==> src/rtl/lcd_bus_writer_if.sv <==
// rtl/lcd_bus_writer_if.sv - byte handshake and HD44780 bus signals for lcd_bus_writer
//
// Purpose: groups the upstream valid/ready byte stream and the LCD parallel bus.
// Signals:
//   in_valid / in_ready  byte handshake (accept = in_valid && in_ready at a rising edge)
//   in_rs, in_data       register select and byte offered by the ROM stage
//   lcd_rs, lcd_rw,
//   lcd_e, lcd_db        HD44780-style 8-bit parallel bus
//   busy, done           transfer in progress / one-cycle completion pulse
// Modports: slave = the bus writer, master = the upstream stage / observer.
interface lcd_bus_writer_if;
  logic       in_valid;
  logic       in_ready;
  logic       in_rs;
  logic [7:0] in_data;
  logic       lcd_rs;
  logic       lcd_rw;
  logic       lcd_e;
  logic [7:0] lcd_db;
  logic       busy;
  logic       done;

  modport slave (
    input  in_valid, in_rs, in_data,
    output in_ready, lcd_rs, lcd_rw, lcd_e, lcd_db, busy, done
  );

  modport master (
    output in_valid, in_rs, in_data,
    input  in_ready, lcd_rs, lcd_rw, lcd_e, lcd_db, busy, done
  );
endinterface

==> src/rtl/lcd_bus_writer.sv <==
// rtl/lcd_bus_writer.sv - HD44780 8-bit bus writer with setup/pulse/hold/exec-wait timing
//
// Purpose: accepts one byte per handshake and plays it onto the LCD bus as
// SETUP -> PULSE (E high) -> HOLD -> WAIT, then returns to IDLE.
// Ports:
//   clk    system clock
//   rst_n  asynchronous active-low reset
//   bus    lcd_bus_writer_if.slave (handshake inputs, LCD bus and status outputs)
module lcd_bus_writer #(
  parameter int SETUP_CYC     = 2,
  parameter int PULSE_CYC     = 12,
  parameter int HOLD_CYC      = 2,
  parameter int WAIT_CYC      = 2000,
  parameter int LONG_WAIT_CYC = 82000
) (
  input logic               clk,
  input logic               rst_n,
  lcd_bus_writer_if.slave   bus
);

  localparam int CW = $clog2(LONG_WAIT_CYC + 1);

  localparam logic [2:0] S_IDLE  = 3'd0;
  localparam logic [2:0] S_SETUP = 3'd1;
  localparam logic [2:0] S_PULSE = 3'd2;
  localparam logic [2:0] S_HOLD  = 3'd3;
  localparam logic [2:0] S_WAIT  = 3'd4;

  // Counter reload values: each state lasts (load + 1) cycles.
  localparam logic [CW-1:0] SETUP_LD = CW'(SETUP_CYC - 1);
  localparam logic [CW-1:0] PULSE_LD = CW'(PULSE_CYC - 1);
  localparam logic [CW-1:0] HOLD_LD  = CW'(HOLD_CYC - 1);
  localparam logic [CW-1:0] WAIT_LD  = CW'(WAIT_CYC - 1);
  localparam logic [CW-1:0] LONG_LD  = CW'(LONG_WAIT_CYC - 1);

  logic [2:0]    r_state;
  logic [2:0]    w_next;
  logic [CW-1:0] r_cnt;
  logic [CW-1:0] w_cnt_next;
  logic          r_rs;
  logic [7:0]    r_db;
  logic          r_long;
  logic          r_e;
  logic          r_done;
  logic          w_accept;
  logic          w_long;
  logic          w_cnt_zero;

  assign w_accept   = bus.in_valid && (r_state == S_IDLE);
  assign w_cnt_zero = (r_cnt == '0);
  // Clear (0x01) and return-home (0x02/0x03) instructions need the long execution wait.
  assign w_long     = !bus.in_rs && (bus.in_data[7:2] == 6'd0) && (bus.in_data != 8'd0);

  always_comb begin
    w_next     = r_state;
    w_cnt_next = r_cnt;
    case (r_state)
      S_IDLE: begin
        if (w_accept) begin
          w_next     = S_SETUP;
          w_cnt_next = SETUP_LD;
        end
      end
      S_SETUP: begin
        if (w_cnt_zero) begin
          w_next     = S_PULSE;
          w_cnt_next = PULSE_LD;
        end else begin
          w_cnt_next = r_cnt - CW'(1);
        end
      end
      S_PULSE: begin
        if (w_cnt_zero) begin
          w_next     = S_HOLD;
          w_cnt_next = HOLD_LD;
        end else begin
          w_cnt_next = r_cnt - CW'(1);
        end
      end
      S_HOLD: begin
        if (w_cnt_zero) begin
          w_next     = S_WAIT;
          w_cnt_next = r_long ? LONG_LD : WAIT_LD;
        end else begin
          w_cnt_next = r_cnt - CW'(1);
        end
      end
      S_WAIT: begin
        if (w_cnt_zero) begin
          w_next     = S_IDLE;
          w_cnt_next = '0;
        end else begin
          w_cnt_next = r_cnt - CW'(1);
        end
      end
      default: begin
        w_next     = S_IDLE;
        w_cnt_next = '0;
      end
    endcase
  end

  always_ff @(posedge clk or negedge rst_n) begin
    if (!rst_n) begin
      r_state <= S_IDLE;
      r_cnt   <= '0;
      r_rs    <= 1'b0;
      r_db    <= 8'h00;
      r_long  <= 1'b0;
      r_e     <= 1'b0;
      r_done  <= 1'b0;
    end else begin
      r_state <= w_next;
      r_cnt   <= w_cnt_next;
      // E is a flop decoded from the next state so it never glitches.
      r_e     <= (w_next == S_PULSE);
      r_done  <= (r_state == S_WAIT) && w_cnt_zero;
      if (w_accept) begin
        r_rs   <= bus.in_rs;
        r_db   <= bus.in_data;
        r_long <= w_long;
      end
    end
  end

  assign bus.in_ready = (r_state == S_IDLE);
  assign bus.busy     = (r_state != S_IDLE);
  assign bus.lcd_rs   = r_rs;
  assign bus.lcd_rw   = 1'b0;
  assign bus.lcd_e    = r_e;
  assign bus.lcd_db   = r_db;
  assign bus.done     = r_done;

endmodule

==> src/flat_wrapper.sv <==
// flat-port wrapper written by rule: the top's interface ports become plain ports
module lcd_bus_writer_flat 
#(
  parameter int SETUP_CYC     = 2,
  parameter int PULSE_CYC     = 12,
  parameter int HOLD_CYC      = 2,
  parameter int WAIT_CYC      = 2000,
  parameter int LONG_WAIT_CYC = 82000
)
  (clk, rst_n, bus_in_valid, bus_in_rs, bus_in_data, bus_in_ready, bus_lcd_rs, bus_lcd_rw, bus_lcd_e, bus_lcd_db, bus_busy, bus_done);
  lcd_bus_writer_if bus_i ();
  input logic clk;
  input logic rst_n;
  input wire logic [$bits(bus_i.in_valid)-1:0] bus_in_valid;
  input wire logic [$bits(bus_i.in_rs)-1:0] bus_in_rs;
  input wire logic [$bits(bus_i.in_data)-1:0] bus_in_data;
  output wire logic [$bits(bus_i.in_ready)-1:0] bus_in_ready;
  output wire logic [$bits(bus_i.lcd_rs)-1:0] bus_lcd_rs;
  output wire logic [$bits(bus_i.lcd_rw)-1:0] bus_lcd_rw;
  output wire logic [$bits(bus_i.lcd_e)-1:0] bus_lcd_e;
  output wire logic [$bits(bus_i.lcd_db)-1:0] bus_lcd_db;
  output wire logic [$bits(bus_i.busy)-1:0] bus_busy;
  output wire logic [$bits(bus_i.done)-1:0] bus_done;
  assign bus_i.in_valid = bus_in_valid;
  assign bus_i.in_rs = bus_in_rs;
  assign bus_i.in_data = bus_in_data;
  assign bus_in_ready = bus_i.in_ready;
  assign bus_lcd_rs = bus_i.lcd_rs;
  assign bus_lcd_rw = bus_i.lcd_rw;
  assign bus_lcd_e = bus_i.lcd_e;
  assign bus_lcd_db = bus_i.lcd_db;
  assign bus_busy = bus_i.busy;
  assign bus_done = bus_i.done;
  lcd_bus_writer #(.SETUP_CYC(SETUP_CYC), .PULSE_CYC(PULSE_CYC), .HOLD_CYC(HOLD_CYC), .WAIT_CYC(WAIT_CYC), .LONG_WAIT_CYC(LONG_WAIT_CYC)) u_core (.clk(clk), .rst_n(rst_n), .bus(bus_i));
endmodule
==> config.mk <==
export PLATFORM = sky130hd
export DESIGN_NAME = lcd_bus_writer_flat
export DESIGN_NICKNAME = d
export VERILOG_FILES = /design/src/rtl/lcd_bus_writer_if.sv /design/src/rtl/lcd_bus_writer.sv /design/src/flat_wrapper.sv
export SDC_FILE = /design/constraint.sdc
export NUM_CORES = 1
export LEC_CHECK = 0
export BUFFER_PORTS_ARGS = -buffer_cell sky130_fd_sc_hd__buf_2
export CAP_MARGIN = 25
export CORE_ASPECT_RATIO = 0.75
export CORE_MARGIN = 2
export CORE_UTILIZATION = 25
export CTS_CLUSTER_DIAMETER = 50
export DETAILED_ROUTE_END_ITERATION = 12
export PLACE_DENSITY_LB_ADDON = 0.08
export SLEW_MARGIN = 5
export SYNTH_ARGS = -nofsm -noshare
export SYNTH_HDL_FRONTEND = slang
export SYNTH_SLANG_ARGS = --single-unit
export TNS_END_PERCENT = 10
==> constraint.sdc <==
create_clock -name clk -period 3.2 [get_ports clk]
set_input_delay 0.16 -clock clk [delete_from_list [all_inputs] [get_ports clk]]
set_output_delay 0.16 -clock clk [all_outputs]
set_load 0.02 [all_outputs]
Yosys cells after proc, flatten, opt, wreduce, memory -nomap -nowiden
Cells that the tools add are included.

Reduce and logical (&&, ||, !) cells: 10. Multiplexer cells: 13. Equal/unequal tests: 6. Add/subtract/negate cells: 1.

Operators with widths (number): 17-bit two-way mux (6); 17-bit one-hot mux with 5 select lines (1); 17-bit logical NOT (1); 17-bit by 1-bit subtractor with 17-bit output, second input constant (1); 3-bit two-way mux (5); 3-bit one-hot mux with 5 select lines (1); 3-bit by 2-bit equality test with 1-bit output, second input constant (3); 8-bit nonzero test (1); 6-bit logical NOT (1); 1-bit logical AND (4); 3-bit by 1-bit equality test with 1-bit output, second input constant (1); 3-bit equality test, second input constant (1); 3-bit logical NOT (1); 3-bit nonzero test (1); 2-bit by 1-bit inequality test with 1-bit output, second input constant (1); 1-bit logical NOT (1).

Logic and storage cells: 37. Input bits: 12. Flip-flop bits (word level): 32.

Logic depth before layout (Yosys ltp)
Word-level depth: 5. Gate-level depth with buffers: 8.

Least setup slack after synthesis
No wires, ideal clock.

Path type: register to register. Start: register u_core.r_cnt[0]. End: register u_core.r_cnt[1]. Setup slack: 948 ps. Clock period less this slack: 2252 ps. Cell stages (with the launch flop): 9. Library setup time: 131 ps. Buffers on the path: 1. Data arrival time: 2121 ps. Required time: 3069 ps. Cell sequence: dfrtp_1 > inv_1 > ha_1 > or3b_2 > nor4_4 > and2_1 > buf_6 > nor3_2 > or3_1.

Longest elaborated chain between the ends: 3. Elaborated cells on any way between the ends: 7. Classes of those cells: add/sub: 1; mux: 5; reduce/logical: 1.

Ends and longest elaborated chain: from (decl) (line lcd_bus_writer.sv:38) `logic [CW-1:0] r_cnt;`; from (signal assigned) (line lcd_bus_writer.sv:114) `r_cnt <= w_cnt_next;`; 17-bit by 1-bit subtractor with 17-bit output / 17-bit logical NOT (equally long branches); 17-bit two-way mux (on tied branches); 17-bit one-hot mux with 5 select lines * (line lcd_bus_writer.sv:57) `case (r_state)`.

Mark *: on every way between the ends. The rest lies on a longest branch, timed or not. A chain may end at the register's enable or synchronous reset.

Final worst setup path
Same ends and word-level chain as after synthesis.

==> impl_metrics.ini <==
[run_status]
status = finished, final reports clean

[timing]
tns_ns = 0
rsz0062_at_grt = false
finalHoldViolCount = 0
relSlewSlack_pct = 50.38
timing.final.setup_violations = 0
fmax_ghz = 0.3961
timing.final.crit_period_ns = 2.525
drv_slew = 0
worst_pin_slew_ns = 0.7442
fin_ws_ns = 0.6751
finClkSkew_ns = 0.009170
fin_crit_sh_pct = 78.90

[critical_path]
cp_max_fo = 7
rrSetupSlack_ns = 0.68
endpoint = u_core.r_cnt[1]$_DFFE_PN0P_
critPathLaunch = u_core.r_cnt[0]$_DFFE_PN0P_
r2r_start = u_core.r_cnt[0]$_DFFE_PN0P_
cp-end-kind = flip-flop
timing.rr.end = u_core.r_cnt[1]$_DFFE_PN0P_
startpoint_type = flip-flop
path_class = reg -> reg
required_ns = 3.36
r2r_cells = 7
critPathArrivalTime_ns = 2.69

[finish]
nets = 225
layout_common_cells = dfrtp_1, buf_2, nand2_1
drive_gt1_share_pct = 25.35
num-fill-cells = 708
layout.cells.most_common = dfrtp_1
final_cells = 297
multi_input_area_sq_um = 880.8
layout.area.seq_sq_um = 800.8
area_growth_syn_to_layout_pct = 17.45
insertedDiodeCount = 0

[clocking]
cts_tree = built
cts_made_buffers = 5
ctsHtreeMaxLevel = 2
cts_sinks = 32
cts_setup_buffers = 0
cts.clk_slew.worst_paths_ns = 0.07
clock_latency_ns = 0.28
root_buffer = clkbuf_8
cts_buffer_depth = 2

[global_routing]
antenna_found_initial = 0
groute.usage.overall_pct = 12.43
grt_pass1_wl_um = 7672
grt_max_degree = 33
grt_pass1_vias = 1553
overflow = 0

[synth]
netlist_instances = 186
yosysUniqueCellTypes = 41
synth-edff-count = 0
synthFlopType = dfrtp_1
synth-seq-cells = 32
syn-num-nets = 199
synth_warnings = 0
synth-seq-area-share_pct = 45.78
async_flop_share_pct = 100.0
synth_area_sq_mm = 0.001749
syn_area_per_cell_sq_um = 9.404

[power]
ir_drop_uv = 258.2
p_switching_uw = 674.7
p_comb_share_pct = 37.7
p_int_uw = 1003
clkPwrFrac_pct = 19.7
power_frac_seq_pct = 42.7
cellPowerDensity_mw_per_mm2 = 816.7
switching_share_pct = 40.21
leakagePower_uw = 0.0008567

[drt]
drc_errors = 0
via_per_inst = 5.125
ant_nets = 0
dr.pass1.iters = 4
drt_iter0_markers = 44
wire_per_inst_um = 14.91
vias = 1522
wl_um = 4429

[floorplanning]
core-area_sq_mm = 0.006799
dieArea_sq_mm = 0.007689
die_h_um = 76.44
initial_utilization_pct = 25.73
rows = 26
ios = 26
die_w_um = 100.6

[placed_design]
detailed_place_hpwl_um = 3190
io_buffer_count = 24
place.gp.congestion = 0.7906
placed_cells = 288
dp_slack_ns = 0.6931

[flow_run]
max_cap_violations = 0

[hold_path]
hold_path.class = in -> reg
metal layers:
metal / routed length [um] / GRT usage, %
met1: 2242 / 17.95
met2: 1960 / 18.20
met3: 180 / 3.119
met4: 46 / 3.562
met5: 0 / 0
Yosys cell counts (all sizes together) (5+ instances only):
cell type | number | area [sq um]
clkbuf | 7 | 26.28
nor4 | 5 | 52.55
mux2 | 9 | 101.4
nand3 | 10 | 50.05
nor2 | 15 | 56.30
o21ai | 14 | 70.07
inv | 6 | 22.52
nand2 | 20 | 75.07
o311ai | 8 | 70.07
a21oi | 9 | 45.04
dfrtp | 32 | 800.8
nor3 | 8 | 50.05
what timing repair did:
action,in CTS,in global routing
endpoints found under the hold margin,32,0
resized for setup,0,0
hold buffers,1,0
through the flow:
step                area, sq um  hold WS (ns)  util (%)  power (uW)
global placement           1952        0.2741     28.71        1361
detailed placement         1952        0.2851     28.71        1355
floorplan                  1749       -0.1356         -        1156
CTS                        2054        0.1092     30.22        1700
finish                     2054        0.1184     30.22        1678
global route               2054        0.1143     30.22        1811
power by group through the flow:
| stage | Sequential [uW] | Clock [uW] | Combinational [uW] |
|---|---|---|---|
| after floorplan | 746 | 0 | 409 |
| final | 716 | 330 | 632 |
| after global routing | 743 | 359 | 709 |
| after CTS | 714 | 346 | 639 |
| after global placement | 721 | 0 | 640 |
| after detailed placement | 722 | 0 | 633 |
layout make-up:
| class | instances | area share [%] |
|---|---|---|
| repair buffers | 28 | 7.430 |
| flip-flops and latches | 32 | 38.98 |
| inverters | 6 | 1.096 |
| multi-input cells | 139 | 42.87 |
| well taps | 84 | 5.116 |
| clock inverters | 2 | 0.4872 |
| clock buffers | 6 | 4.019 |
worst max-delay path: stages, from the launching register on:
cell and delay (ns):
dfrtp_1 0.43, inv_1 0.09, ha_1 0.20, or3b_2 0.53, nor4_4 0.34, and2_1 0.36
nor3_2 0.07, or3_1 0.37
kinds of logic after synthesis:
kind of cell / synth area share (%)
simple gates: 26.82
compound gates: 16.81
flops: 45.78
buf+inv: 3.863
mux: 5.794
fa+ha+maj: 0.7152
other cells: 0.2144
state kept, by name, indices dropped and copies added, names as in the netlist:
name               count
u_core.r_cnt          17
u_core.bus.lcd_db      8
u_core.r_state         3
u_core.bus.done        1
u_core.bus.lcd_e       1
u_core.bus.lcd_rs      1
u_core.r_long          1
how the worst min path moves through the flow:
stage                               from                          endpoint  slack, ns  cells past startpoint
final                     bus_in_data[4]  u_core.bus.lcd_db[4]$_DFFE_PN0P_       0.12                      2
after global routing           bus_in_rs     u_core.bus.lcd_rs$_DFFE_PN0P_       0.11                      2
after CTS                 bus_in_data[4]  u_core.bus.lcd_db[4]$_DFFE_PN0P_       0.11                      2
after detailed placement           rst_n         u_core.bus.done$_DFF_PN0_       0.29                      1
after global placement             rst_n         u_core.bus.done$_DFF_PN0_       0.27                      1
after floorplan                    rst_n         u_core.bus.done$_DFF_PN0_      -0.14                      0
(Power assumes the default switching activity.)
